==> config.mk <==
export PLATFORM = sky130hd
export DESIGN_NAME = fetch_queue
export DESIGN_NICKNAME = d
export VERILOG_FILES = /design/src/rtl/fetch_queue.sv
export SDC_FILE = /design/constraint.sdc
export NUM_CORES = 1
export LEC_CHECK = 0
export CAP_MARGIN = 10
export CORE_UTILIZATION = 45
export CTS_CLUSTER_DIAMETER = 80
export DETAILED_ROUTE_END_ITERATION = 6
export GPL_TIMING_DRIVEN = 0
export PLACE_DENSITY = 0.66
export SETUP_SLACK_MARGIN = 0.2
export SLEW_MARGIN = 25
export SYNTH_ARGS = -nofsm -noshare
export SYNTH_HDL_FRONTEND = slang
export SYNTH_SLANG_ARGS = --single-unit
==> constraint.sdc <==
create_clock -name clk -period 2.8 [get_ports clk]
set_clock_uncertainty 0.15 [all_clocks]
set_input_delay 0.56 -clock clk [delete_from_list [all_inputs] [get_ports clk]]
set_output_delay 0.56 -clock clk [all_outputs]
set_load 0.02 [all_outputs]
==> src/rtl/fetch_queue.sv <==
// Instruction fetch queue: circular FIFO of (pc, instr) between fetch and decode.
// Optional FETCHQ_BYPASS_EN: empty-queue words pass combinationally to decode.
module fetch_queue #(
    parameter int bits  = 32,
    parameter int DEPTH = 4
) (
    input  logic                    clk,
    input  logic                    reset_n,
    input  logic                    in_valid,
    input  logic [bits-1:0]         in_pc,
    input  logic [bits-1:0]         in_instr,
    output logic                    in_ready,
    output logic                    out_valid,
    output logic [bits-1:0]         out_pc,
    output logic [bits-1:0]         out_instr,
    input  logic                    out_ready,
    input  logic                    flush,
    output logic [$clog2(DEPTH):0]  count,
    output logic                    full,
    output logic                    empty
);

    localparam int AW = $clog2(DEPTH);
    localparam int CW = AW + 1;

    logic [bits-1:0] pc_q    [DEPTH];
    logic [bits-1:0] pc_d    [DEPTH];
    logic [bits-1:0] instr_q [DEPTH];
    logic [bits-1:0] instr_d [DEPTH];
    logic [AW-1:0]   rd_ptr_q, rd_ptr_d;
    logic [AW-1:0]   wr_ptr_q, wr_ptr_d;
    logic [CW-1:0]   count_q, count_d;
    logic            push;
    logic            pop;

    assign count = count_q;

    // Status flags, decode-side view and handshake qualification
    always_comb begin
        full     = (count_q == CW'(DEPTH));
        empty    = (count_q == '0);
        in_ready = !full;
        pop      = !empty && out_ready;
`ifdef FETCHQ_BYPASS_EN
        if (empty && in_valid && !flush) begin
            out_valid = 1'b1;
            out_pc    = in_pc;
            out_instr = in_instr;
            push      = !out_ready;
        end else begin
            out_valid = !empty;
            out_pc    = pc_q[rd_ptr_q];
            out_instr = instr_q[rd_ptr_q];
            push      = in_valid && in_ready;
        end
`else
        out_valid = !empty;
        out_pc    = pc_q[rd_ptr_q];
        out_instr = instr_q[rd_ptr_q];
        push      = in_valid && in_ready;
`endif
    end

    // Next-state: flush wins over push/pop; storage is left as-is on flush
    always_comb begin
        pc_d     = pc_q;
        instr_d  = instr_q;
        rd_ptr_d = rd_ptr_q;
        wr_ptr_d = wr_ptr_q;
        count_d  = count_q;
        if (flush) begin
            rd_ptr_d = '0;
            wr_ptr_d = '0;
            count_d  = '0;
        end else begin
            if (push) begin
                pc_d[wr_ptr_q]    = in_pc;
                instr_d[wr_ptr_q] = in_instr;
                wr_ptr_d          = wr_ptr_q + AW'(1);
            end
            if (pop) begin
                rd_ptr_d = rd_ptr_q + AW'(1);
            end
            if (push && !pop) begin
                count_d = count_q + CW'(1);
            end else if (pop && !push) begin
                count_d = count_q - CW'(1);
            end
        end
    end

    // State registers; storage also clears so outputs read 0 after reset
    always_ff @(posedge clk or negedge reset_n) begin
        if (!reset_n) begin
            for (int i = 0; i < DEPTH; i++) begin
                pc_q[i]    <= '0;
                instr_q[i] <= '0;
            end
            rd_ptr_q <= '0;
            wr_ptr_q <= '0;
            count_q  <= '0;
        end else begin
            pc_q     <= pc_d;
            instr_q  <= instr_d;
            rd_ptr_q <= rd_ptr_d;
            wr_ptr_q <= wr_ptr_d;
            count_q  <= count_d;
        end
    end

endmodule
==> metrics.md <==
| Metric | Value |
|---|---|
| Outcome | `complete, no violations` |
| Height of the chip | `~170 um` |
| Part of the Yosys area used for sequential elements | `0.5258` |
| Type of element capturing the critical path | `primary output` |
| Top cells by area, synth | `sky130_fd_sc_hd__dfrtp_1, sky130_fd_sc_hd__mux2_4, sky130_fd_sc_hd__mux4_2` |
| CTS clk-pin slew, worst paths | `around 0.06 ns` |
| Number of inserted diodes | `0` |
| Number of nets in the layout | `approximately 940` |
| Largest incremental delay on the critical path | `~0.52 ns` |
| TritonCTS buffer count | `30` |
| Max_cap viols | `0` |
| Effective utilization at floorplan | `0.4618` |
| Number of stages on the worst setup path | `4` |
| Comb pwr share | `0.409` |
| Final global-route overflow total | `0` |
| Avg Inst Size Synth | `about 18 um2` |
| Switching pwr | `roughly 5400 uW` |
| Layout overhead on the synthesized area | `25.03%` |
| Clk Latency, worst-skew pair | `between 0.5 and 0.6 ns` |
| CP max-delay cell | `sky130_fd_sc_hd__mux4_2` |
| Largest delay share family, worst path | `multiplexers` |
| Origin of the worst min-delay path | `flush` |
| DRC errors left | `0` |
| Post-route worst hold slack | `roughly 0.16 ns` |
| Pint | `about 13000 uW` |
| Setup crit start kind | `flop` |
| Post-synth cell types | `34` |
| Post-synth EDFFs | `0` |
| Sw Ratio | `0.3021` |
| IO Count | `140` |
| Share of the clock period used by the worst path after layout | `0.9567` |
| Global Route Usage Sum | `0.2008` |
| Sequential cell fraction of total power | `0.351` |
| Primary flip-flop cell chosen by synthesis mapping | `sky130_fd_sc_hd__dfrtp_1` |
| Floorplan die area | `0.02848 mm2` |
| Transition at the pin with the smallest max-transition slack | `0.5935 ns` |
| Most common cell in the netlist | `sky130_fd_sc_hd__dfrtp_1` |
| R2r worst-path depth | `8` |
| Start point of the critical path | `rd_ptr_q[0]` |
| Worst VDD drop | `0.6389 mV` |
| Number of non-filler instances in the completed layout | `about 1300` |
| Share of flip-flops with an asynchronous set or reset | `1.000` |
| Post-synthesis instance area | `0.01252 mm2` |
| Clock tree from TritonCTS | `yes` |
| Rel. slew slack | `0.6044` |
| Core area | `~0.027 mm2` |
| Die width | `~170 um` |
| H-Tree Depth | `1` |
| Tmin final | `2.679 ns` |
| Remaining antenna violation count | `0` |
| Final setup violation count | `0` |
| Setup Total Neg Slack | `0 ns` |
| Number of hold-slack violations in the final timing report | `0` |
| Clock Sink Count | `between 200 and 300` |
| Number of warning messages in the yosys log | `0` |
| Number of antenna violations at the first check in global routing | `0` |
| Initial DRT Pass Iterations | `4` |
| HPWL after DPL | `18060 um` |
| Leakage dissipation | `0.007516 uW` |
| Power per Cell Area | `1145 mW/mm2` |
| Area share of the leading cell type in the synthesized netlist | `0.5258` |
| Most Frequent Cell on Critical Path | `sky130_fd_sc_hd__buf_12` |
| Worst setup path class | `reg2out` |
| Number of cells produced by synthesis | `680` |
| Number of cells in the design after placement | `1191` |
| Clock network power share | `0.240` |
| CP Max Fanout | `10` |
| Unrepaired setup endpoints after global routing | `yes` |
| Routability congestion estimate from global placement | `0.8490` |
| Capture point of the worst reg-to-reg path | `count[2]` |
| Required time of the worst setup path | `about 2.1 ns` |
| Violation count after the first detailed-routing iteration | `251` |
| Routed wire length | `roughly 28000 um` |
| Pin count of the biggest net entering global routing | `97` |
| Count of input and output buffers | `between 100 and 150` |
| Yosys top cell by area | `sky130_fd_sc_hd__dfrtp_1` |
| FP Rows | `60` |
| Number of global-route vias before repair | `around 7700` |
| Count of vias placed by the detailed router | `6696` |
| Most used standard cells in the synthesized netlist | `sky130_fd_sc_hd__dfrtp_1, sky130_fd_sc_hd__mux2_4, sky130_fd_sc_hd__mux2_2` |
| Synthesis-stage register bit count | `between 200 and 300` |
| Final-report max-slew violation count | `0` |
| Classification of the worst-slack hold path | `in2reg` |
| Cell at the root of the clock tree | `sky130_fd_sc_hd__clkbuf_16` |
| Highest attainable clock frequency | `roughly 370 MHz` |
| Arrival time of the worst setup path | `a little under 2 ns` |
| Worst setup endpoint | `out_pc[21]` |
| Net count of the mapped netlist | `approximately 750` |
| Internal reg-to-reg setup slack | `between 0.3 and 0.4 ns` |
| Clock buffer depth | `3` |
| Share of post-route cells with drive strength above 1 | `0.5747` |
| Worst-path cell chain | `buf_12 -> buf_12 -> mux4_2 -> buf_2` |
| Routed vias/inst | `~5.3` |
| Startpoint of the worst register-to-register path | `count[1]` |
| Bufs and invs on worst path | `3` |
| Global-route wire length before repair | `between 40000 and 50000 um` |
| Avg WL per Cell | `~22 um` |
[layout make-up]
class / count / area [um2]
repair buffers: 150 / 1388
multi-input cells: 363 / 5381
inverters: 9 / 33.78
flip-flops and latches: 263 / 6583
well taps: 372 / 465.4
clock buffers: 42 / 897.1
clock inverters: 12 / 210.2
plain buffers: 45 / 690.7
fillers: 2038 / 11450
[state kept, by name, summed over array words and instances (netlist names)]
signal / count
pc_q: 128
rd_ptr_q: 2
instr_q: 128
wr_ptr_q: 2
count: 3
[logic make-up (layout without fill, tap and decap cells)]
family                   Yosys count  count (layout)  share of synthesized area
adder cells (fa/ha/maj)            5               5                   0.005599
flip-flops                       263             263                     0.5258
buffers and inverters             54             258                    0.04529
AO/OA/AOI/OAI                     16              16                   0.009198
XOR/XNOR                           2               2                   0.001400
multiplexers                     322             322                     0.4012
AND/OR/NAND/NOR                   18              18                    0.01150
[timing repair]
action | 4_1_cts | 5_1_grt
hold buffers | 1 | 0
cloned | 2 | 1
endpoints found under the hold margin | 75 | 0
resized for setup | 364 | 26
pin swaps | 0 | 1
buffers inserted | 2 | 5
endpoints found under the setup margin | 68 | 67
[cells in the final DEF (no fill, tap or decap), drive strengths merged, types with 2 or more instances in the layout]
cell type,count
a21oi,2
buf,120
bufinv,6
clkbuf,48
clkdlybuf4s50,68
clkinv,6
dfrtp,263
ha,4
inv,9
mux2,257
mux4,64
nand3,6
nor2,7
o21ai,3
o31ai,2
xor2,2
[through the flow]
step	instance area, um2	utilization	total power, uW	setup slack (ns)
after floorplan	12520	-	10970	0.2775
after global placement	14350	0.5296	13350	-9.237
after detailed placement	14410	0.5318	13710	-0.4678
after CTS	15520	0.5725	17910	0.05857
after global routing	15650	0.5774	18820	0.04923
final	15650	0.5774	17910	0.1212
[per-layer routing]
metal / vias to the layer above / global-route usage / part of all wire / wire [um]
li1: 2908 / - / - / -
met1: 3623 / 0.2717 / 0.43 / 11910
met2: 129 / 0.3455 / 0.51 / 14080
met3: 36 / 0.02899 / 0.042 / 1156
met4: 0 / 0.04071 / 0.016 / 431
met5: - / 0 / 0 / 0
[how the worst min path moves through the flow]
| stage | to | cells past startpoint |
|---|---|---|
| 6_report | wr_ptr_q[0] | 2 |
| 4_1_cts | wr_ptr_q[0] | 2 |
| 2_1_floorplan | count[0] | 0 |
| 3_3_place_gp | instr_q[51] | 1 |
| 3_5_place_dp | instr_q[49] | 1 |
| 5_1_grt | wr_ptr_q[0] | 2 |
[power groups by stage]
stage	Clock, uW	Sequential, uW	Combinational, uW
floorplan	0	5980	4990
global placement	0	6130	7210
detailed placement	0	6310	7400
CTS	4400	6290	7220
global route	4560	6460	7800
finish	4290	6290	7330
[worst register-to-register path: cells and delay by family (launching register included)]
kind	cells	cell delay, ns
flip-flops	1	0.39
AND/OR/NAND/NOR	3	0.79
buffers and inverters	2	0.29
adder cells (fa/ha/maj)	1	0.38
AO/OA/AOI/OAI	2	0.38
(Power assumes the default switching activity.)
